File: src/rtl/instr_aligner.sv
// -----------------------------------------------------------------------------
// instr_aligner
//   Fetch-side stage ahead of instruction identify. Buffers 32-bit fetch words
//   in a small FIFO and presents one complete instruction at a time as a 64-bit
//   word: {prefix, suffix} for prefixed instructions (primary opcode 1), or
//   {word, 32'b0} otherwise. Tracks the PC of the instruction at the FIFO head.
//
// Ports
//   i_clk          clock, all state updates on posedge
//   i_rst          asynchronous active-low reset
//   i_redirect     flush FIFO and load i_redirect_pc (highest priority)
//   i_redirect_pc  PC of the first word fetched after a redirect
//   i_fetch_valid  fetch word present on i_fetch_word
//   i_fetch_word   fetch word, big-endian (bit 0 = MSB)
//   o_fetch_ready  FIFO can accept a word this cycle
//   o_en           complete instruction present on o_instr
//   o_instr        assembled instruction, zero when o_en is low
//   o_prefixed     o_instr is an 8-byte prefixed instruction (only with o_en)
//   o_pc           PC of the head instruction
//   i_ready        downstream consumes o_instr when o_en & i_ready
// -----------------------------------------------------------------------------
module instr_aligner #(
  parameter int DEPTH = 4
) (
  input  logic         i_clk,
  input  logic         i_rst,
  input  logic         i_redirect,
  input  logic [0:63]  i_redirect_pc,
  input  logic         i_fetch_valid,
  input  logic [0:31]  i_fetch_word,
  output logic         o_fetch_ready,
  output logic         o_en,
  output logic [0:63]  o_instr,
  output logic         o_prefixed,
  output logic [0:63]  o_pc,
  input  logic         i_ready
);

  localparam int              PTR_W       = (DEPTH > 1) ? $clog2(DEPTH) : 1;
  localparam int              CNT_W       = PTR_W + 1;
  localparam logic [CNT_W-1:0] DEPTH_C    = CNT_W'(DEPTH);
  localparam logic [5:0]      PREFIX_OPCD = 6'b000001;

  logic [0:31]      mem_r [DEPTH];
  logic [PTR_W-1:0] rd_ptr_r;
  logic [PTR_W-1:0] wr_ptr_r;
  logic [CNT_W-1:0] count_r;
  logic [0:63]      pc_r;
  // Low while in reset and high from the first edge after release; keeps
  // o_fetch_ready at 0 during reset even though the FIFO is empty.
  logic             live_r;

  logic [PTR_W-1:0] next_ptr_s;
  logic [0:31]      head_word_s;
  logic [0:31]      suffix_word_s;
  logic             head_prefixed_s;
  logic             en_s;
  logic             ready_s;
  logic             push_s;
  logic             pop_s;
  logic [CNT_W-1:0] pop_size_s;
  logic [CNT_W-1:0] count_next_s;
  logic [0:63]      pc_step_s;
  logic [0:63]      instr_s;

  assign next_ptr_s      = rd_ptr_r + PTR_W'(1);
  assign head_word_s     = mem_r[rd_ptr_r];
  assign suffix_word_s   = mem_r[next_ptr_s];
  assign head_prefixed_s = (head_word_s[0:5] == PREFIX_OPCD);

  // Instruction-complete decode: a prefix needs its suffix in the FIFO too.
  always_comb begin
    en_s = 1'b0;
    if (head_prefixed_s) begin
      en_s = (count_r >= CNT_W'(2));
    end else begin
      en_s = (count_r >= CNT_W'(1));
    end
  end

  // Ready depends only on registered occupancy: a full FIFO refuses a push
  // even in a cycle where a pop frees space.
  assign ready_s = live_r & (count_r < DEPTH_C);
  assign push_s  = i_fetch_valid & ready_s & ~i_redirect;
  assign pop_s   = en_s & i_ready & ~i_redirect;

  // Pop size, PC step and occupancy update for the current cycle.
  always_comb begin
    pop_size_s = CNT_W'(1);
    pc_step_s  = 64'd4;
    if (head_prefixed_s) begin
      pop_size_s = CNT_W'(2);
      pc_step_s  = 64'd8;
    end else begin
      pop_size_s = CNT_W'(1);
      pc_step_s  = 64'd4;
    end
    count_next_s = count_r + CNT_W'(push_s) - (pop_s ? pop_size_s : CNT_W'(0));
  end

  // Output word assembly; zero whenever no complete instruction is present.
  always_comb begin
    instr_s = 64'd0;
    if (en_s) begin
      if (head_prefixed_s) begin
        instr_s = {head_word_s, suffix_word_s};
      end else begin
        instr_s = {head_word_s, 32'd0};
      end
    end else begin
      instr_s = 64'd0;
    end
  end

  assign o_fetch_ready = ready_s;
  assign o_en          = en_s;
  assign o_instr       = instr_s;
  assign o_prefixed    = en_s & head_prefixed_s;
  assign o_pc          = pc_r;

  // FIFO storage, pointers, occupancy and head PC; redirect overrides push/pop.
  always_ff @(posedge i_clk or negedge i_rst) begin
    if (!i_rst) begin
      for (int i = 0; i < DEPTH; i++) begin
        mem_r[i] <= 32'd0;
      end
      rd_ptr_r <= '0;
      wr_ptr_r <= '0;
      count_r  <= '0;
      pc_r     <= 64'd0;
      live_r   <= 1'b0;
    end else begin
      live_r <= 1'b1;
      if (i_redirect) begin
        rd_ptr_r <= '0;
        wr_ptr_r <= '0;
        count_r  <= '0;
        pc_r     <= i_redirect_pc;
      end else begin
        if (push_s) begin
          mem_r[wr_ptr_r] <= i_fetch_word;
          wr_ptr_r        <= wr_ptr_r + PTR_W'(1);
        end else begin
          wr_ptr_r <= wr_ptr_r;
        end
        if (pop_s) begin
          // Pointer width equals log2(DEPTH), so the add wraps around the ring.
          rd_ptr_r <= rd_ptr_r + pop_size_s[PTR_W-1:0];
          pc_r     <= pc_r + pc_step_s;
        end else begin
          rd_ptr_r <= rd_ptr_r;
          pc_r     <= pc_r;
        end
        count_r <= count_next_s;
      end
    end
  end

endmodule

File: config.mk
export PLATFORM = sky130hd
export DESIGN_NAME = instr_aligner
export DESIGN_NICKNAME = d
export VERILOG_FILES = /design/src/rtl/instr_aligner.sv
export SDC_FILE = /design/constraint.sdc
export NUM_CORES = 1
export LEC_CHECK = 0
export ABC_CLOCK_PERIOD_IN_PS = 4100
export BUFFER_PORTS_ARGS = -buffer_cell sky130_fd_sc_hd__buf_2
export CORE_ASPECT_RATIO = 2
export CORE_MARGIN = 2
export CORE_UTILIZATION = 51
export DETAILED_ROUTE_END_ITERATION = 8
export GPL_TIMING_DRIVEN = 1
export PLACE_DENSITY_LB_ADDON = 0.25
export SLEW_MARGIN = 20
export SYNTH_ARGS = -nofsm -noshare
export SYNTH_HDL_FRONTEND = slang
export SYNTH_SLANG_ARGS = --single-unit
File: constraint.sdc
create_clock -name i_clk -period 4.1 [get_ports i_clk]
set_input_delay 0.205 -clock i_clk [delete_from_list [all_inputs] [get_ports i_clk]]
set_output_delay 0.205 -clock i_clk [all_outputs]
set_load 0.1 [all_outputs]
Yosys cells after proc, flatten, opt, wreduce, memory -nomap -nowiden

Cells that the tools add are included.

Register bits after elaboration: 200
Bits of input ports: 101
Output and inout port bits: 131
Logic and storage cells: 59

Add/subtract/negate cells: 6
Magnitude comparators: 7
Equality and inequality tests: 1
Mux-type cells: 22
Bitwise operators: 10
Reduce and logical (&&, ||, !) cells: 4

Operators by type and width:

| operator            | count |
|---|---|
| $mux 32             | 6 |
| $mux 64             | 3 |
| $bmux 32 s2         | 2 |
| $bwmux 128          | 1 |
| $add 64x64->64      | 1 |
| $demux 32 s2        | 1 |
| $mux 2              | 5 |
| $ge 3x3->1 const B  | 3 |
| $not 2->3           | 3 |
| $and 1x1->1         | 6 |
| $eq 6x1->1 const B  | 1 |
| $mux 3              | 2 |
| $add 2x1->2 const B | 2 |
| $mux 4              | 1 |
| $reduce_bool 2->1   | 2 |
| $add 3x1->3         | 1 |
| $ge 3x1->1 const B  | 1 |
| $ge 3x2->1 const B  | 1 |
| $lt 3x1->1 const B  | 1 |
| $lt 3x3->1 const B  | 1 |
| $sub 3x3->3         | 1 |
| $add 2x2->2         | 1 |
| $reduce_and 2->1    | 1 |
| $logic_and 1x1->1   | 1 |
| other kinds (2)     | 2 |

Longest topological paths before layout

Depth in word-level cells: 11
Depth in mapped cells: 14
Mapped depth without buffers: 12

Worst setup path before layout

No wires, ideal clock.

Kind: reg-to-reg
Start: register rd_ptr_r[0]
End: register pc_r, in the netlist o_pc[14]
Data arrival time: 3.753 ns
Path slack: 0.221 ns
Stages on the path, launching flop included: 14
Path through: dfrtp_1 -> buf_6 -> mux4_2 -> or4b_4 -> nor2_2 -> buf_2 -> ha_1 -> a21o_1 -> or3b_1 -> clkbuf_1 -> clkbuf_1 -> clkbuf_1 -> nor4_1 -> a221o_1

Longest elaborated chain between the ends: 9

Ends and longest elaborated chain:

| element                                       | line    | RTL |
|---|---|---|
| start: declaration                            | 45      | `logic [PTR_W-1:0] rd_ptr_r;` |
| start signal: assignment                      | 148     | `rd_ptr_r <= rd_ptr_r + pop_size_s[PTR_W-1:0];` |
| start signal: assignment                      | 151     | `rd_ptr_r <= rd_ptr_r;` |
| $not 2->3 (implied by the code) *             | 67      | `assign head_word_s = mem_r[rd_ptr_r];` |
| $bmux 32 s2 *                                 | 67      |  |
| $mux 32 (implied by the code) * (2 in series) | 67      |  |
| $eq 6x1->1 *                                  | 69      | `assign head_prefixed_s = (head_word_s[0:5] == PREFIX_OPCD);` |
| $mux 4 or $mux 1 (tied branches)              | 91, 74  |  |
| $add 64x64->64 or $and 1x1->1 (tied branches) | 149, 85 |  |
| $mux 64 or $and 1x1->1 (tied branches)        | 146, 85 |  |
| $mux 64 or $reduce_bool 2->1 (tied branches)  | n/a     |  |
| end signal: assignment                        | 138     | `pc_r <= i_redirect_pc;` |
| end signal: assignment                        | 149     | `pc_r <= pc_r + pc_step_s;` |
| end signal: assignment                        | 152     | `pc_r <= pc_r;` |
| end: declaration                              | 48      | `logic [0:63] pc_r;` |

Every way passes the cells marked *; elsewhere a longest branch is shown, timed or not. The select of a mux whose other input is x is not followed.
A chain may end at the register's enable or synchronous reset.

Worst setup path in the final report

Start: register rd_ptr_r[0]
End: register pc_r, in the netlist o_pc[1]

The elaborated chain is that of the path after synthesis.

==> flow_metrics.py <==
metrics = {
    "sta": {
        "post-route-period-util": 0.952,
        "max_slew.worst_pin.slew_ns": 1.00,
        "final_hold_viol_count": 0,
        "rsz0062_at_grt": "no",
        "slew_headroom": 0.329,
        "period_needed_ns": 3.90,
        "worst_slack_ns": 0.196,
        "fmax_mhz": 256,
        "maxSlewViolCount": 0,
        "setup_viol": 0,
        "fin_worst_skew_ns": 0.0134,
        "fin_tns_setup_ns": 0,
    },
    "final_layout": {
        "syn2layout_area_growth_pct": 25.0,
        "fin_nets": 1345,
        "fill_cells": 1719,
        "drive_gt1_frac": 0.400,
        "finalInstanceArea_um2": 14600,
    },
    "route": {
        "postRouteAntennaNets": 0,
        "drt_iter0_markers": 852,
        "drt-wirelength-per-cell_um": 22.1,
        "viasPerCell": 6.37,
        "postRouteWirelength_mm": 33.7,
        "drc_errors": 0,
        "vias": 9707,
        "firstDrtPassIters": 7,
    },
    "floorplan": {
        "rows": 78,
        "ioPinCount": 232,
        "die_y_um": 218,
        "initial_core_util": 0.517,
        "dieArea_um2": 24200,
        "core_area_um2": 22500,
        "die-width_um": 111,
    },
    "worst_setup_path": {
        "required_ns": 4.42,
        "crit_type": "register to register",
        "crit_fanout": 21,
        "critPathCaptureType": "register",
        "rr_worst_depth": 12,
        "start_kind": "register",
        "cp_data_arrival_time_ns": 4.23,
        "r2r_slack_ns": 0.20,
    },
    "global_route": {
        "grt_pass1_wl_mm": 54.1,
        "grt_start_max_net_pins": 101,
        "grt_use_total": 0.285,
        "grt_pass1_vias": 10100,
        "antenna_found_initial": 2,
        "grt_overflow": 0,
    },
    "placement": {
        "dp_hpwl_mm": 23.0,
        "portBuffers": 231,
        "gp_congestion": 0.877,
        "pre_cts_ws_ns": -0.0546,
        "place_area_um2": 13600,
    },
    "yosys": {
        "ys_seq_area_frac": 0.429,
        "synth_seq_cells": 200,
        "synthArstFlopShare": 1.00,
        "synth.avg_cell_area_um2": 11.6,
        "synth_top_area_share": 0.429,
        "yosysTopAreaCell": "dfrtp_1",
        "synth_nets": 1115,
        "synth_ff_type": "dfrtp_1",
        "syn_inst": 1002,
        "yosys_warnings": 0,
        "synth_area_um2": 11700,
        "synth_edf_count": 0,
        "synthTopCellsByArea": "dfrtp_1, mux2_2, mux4_2, and3_1, and2_1",
        "yosysUniqueCellTypes": 58,
    },
    "cts": {
        "h-tree-depth": 4,
        "clock_latency_ns": 0.45,
        "path_clk_slew_ns": 0.07,
        "postCtsSetupBuffers": 0,
        "cts_made_buffers": 17,
        "cts-root-buf": "clkbuf_16",
        "clk_path_buf_depth": 2,
        "cts.sinks": 200,
        "cts_tree": "built",
    },
    "flow_run": {
        "maxCapViolCount": 0,
    },
    "power_and_ir_drop": {
        "p_leak_nw": 6.73,
        "ir_worst_vdd_v": 0.000530,
        "p_per_area_nw_per_um2": 614,
    },
    "worst_hold_path": {
        "min_path_cells": 3,
        "min_path_type": "input port to register",
    },
    "outcome": {
        "status": "finished clean",
    },
}
layout by cell type (no fill, tap or decap), types with 17 or more instances in the layout:
master,n
buf_12,35
mux4_2,64
nor2_1,58
buf_2,196
nand3_1,29
inv_1,28
and2_1,40
nor2b_1,24
clkbuf_16,17
a31oi_1,20
o2111ai_1,19
a221o_1,21
nand4_1,22
and3_1,49
nand2_1,45
mux2_2,130
dlygate4sd3_1,43
dfrtp_1,198
buf_4,24
cells in the mapped netlist (6+ instances only):
cell type and count:
a21oi_1 6, a311o_1 7, o2111a_1 11, o41a_1 8, or2_2 7, ha_1 10, and2_1 40, nor2_1 58
or4_1 11, clkbuf_1 56, a41o_1 12, nor3_1 8, and4_1 9, a31oi_1 20, o31ai_1 7, nand2_1 49
inv_1 29, buf_2 9, nand4_1 22, a221o_1 21, mux4_2 64, and3_1 49, dfrtp_1 200, nor4_1 13
nand3_1 29, o2111ai_1 19, mux2_2 130, o311ai_1 8, nor2b_1 24, buf_1 20
cell families (layout without fill, tap and decap cells):
| family | after synthesis | count (layout) | synth area share |
|---|---|---|---|
| AND/OR/NAND/NOR | 332 | 332 | 0.158 |
| other | 1 | 2 | 0.000322 |
| adder cells (fa/ha/maj) | 12 | 12 | 0.0142 |
| flip-flops | 200 | 200 | 0.429 |
| multiplexers | 195 | 195 | 0.250 |
| XOR/XNOR | 3 | 3 | 0.00225 |
| buffers and inverters | 119 | 361 | 0.0406 |
| AO/OA/AOI/OAI | 140 | 140 | 0.105 |
sequential cells by signal (all words and copies together) (netlist names):
signal    flops
rd_ptr_r      2
mem_r       128
count_r       3
o_pc         64
live_r        1
wr_ptr_r      2
metal layers:
layer / part of all wire / track usage / vias to the layer above
met5: 0.00033 / 0 / -
met4: 0.041 / 0.148 / 2
met3: 0.056 / 0.0586 / 81
met2: 0.54 / 0.507 / 398
met1: 0.36 / 0.320 / 4913
li1: - / - / 4313
report_power, final:
| part | total, mW | switching, mW | internal, mW |
|---|---|---|---|
| combinational | 4.49 | 3.13 | 1.36 |
| clock | 1.69 | 0.744 | 0.948 |
| sequential | 2.77 | 0.376 | 2.40 |
| total | 8.96 | 4.25 | 4.71 |
worst paths after layout:
check / from / endpoint
worst max-delay path: rd_ptr_r[0]$_DFFE_PN0N_ / o_pc[1]$_DFFE_PN0N_
worst min-delay path: i_redirect_pc[34] / o_pc[34]$_DFFE_PN0N_
worst max register to register: rd_ptr_r[0]$_DFFE_PN0N_ / o_pc[1]$_DFFE_PN0N_
worst min register to register: o_pc[62]$_DFFE_PN0P_ / o_pc[62]$_DFFE_PN0P_
max in group asynchronous: i_rst / rd_ptr_r[1]$_DFFE_PN0N_
min in group asynchronous: i_rst / o_pc[8]$_DFFE_PN0N_
metrics by stage:
stage | hold slack (ns) | util | total power, mW | std cells
6_report | 0.0184 | 0.647 | 8.96 | 1525
5_1_grt | 0.0167 | 0.647 | 9.36 | 1525
4_1_cts | 0.00169 | 0.646 | 9.01 | 1524
3_5_place_dp | 0.353 | 0.601 | 7.26 | 1450
3_3_place_gp | 0.356 | 0.601 | 7.17 | 1450
2_1_floorplan | -0.0906 | - | 6.31 | 1002
timing repair:
item | CTS | global route
hold buffers | 43 | 0
hold endpoints to repair | 136 | 0
endpoints found under the setup margin | 18 | 11
gates resized for setup | 1 | 2
layout make-up:
type | instances | area [um2] | area share
repair buffers | 299 | 2310 | 0.158
clock inverters | 6 | 90.1 | 0.00618
well taps | 280 | 350 | 0.0240
multi-input cells | 683 | 6220 | 0.427
clock buffers | 25 | 485 | 0.0333
diodes | 1 | 2.50 | 0.000172
inverters | 31 | 116 | 0.00798
flip-flops and latches | 200 | 5010 | 0.344
worst max-delay path, stage by stage (launching register included):
cell and delay, ns:
dfrtp_2 0.48, mux4_2 0.61, or4b_4 0.59, nor2_4 0.19, inv_2 0.07, ha_1 0.21, fa_1 0.42, nand4_1 0.11
or2_2 0.15, buf_4 0.21, a21oi_4 0.14, o2111a_1 0.31, a221o_1 0.27
Power figures use the tool's default switching activity.
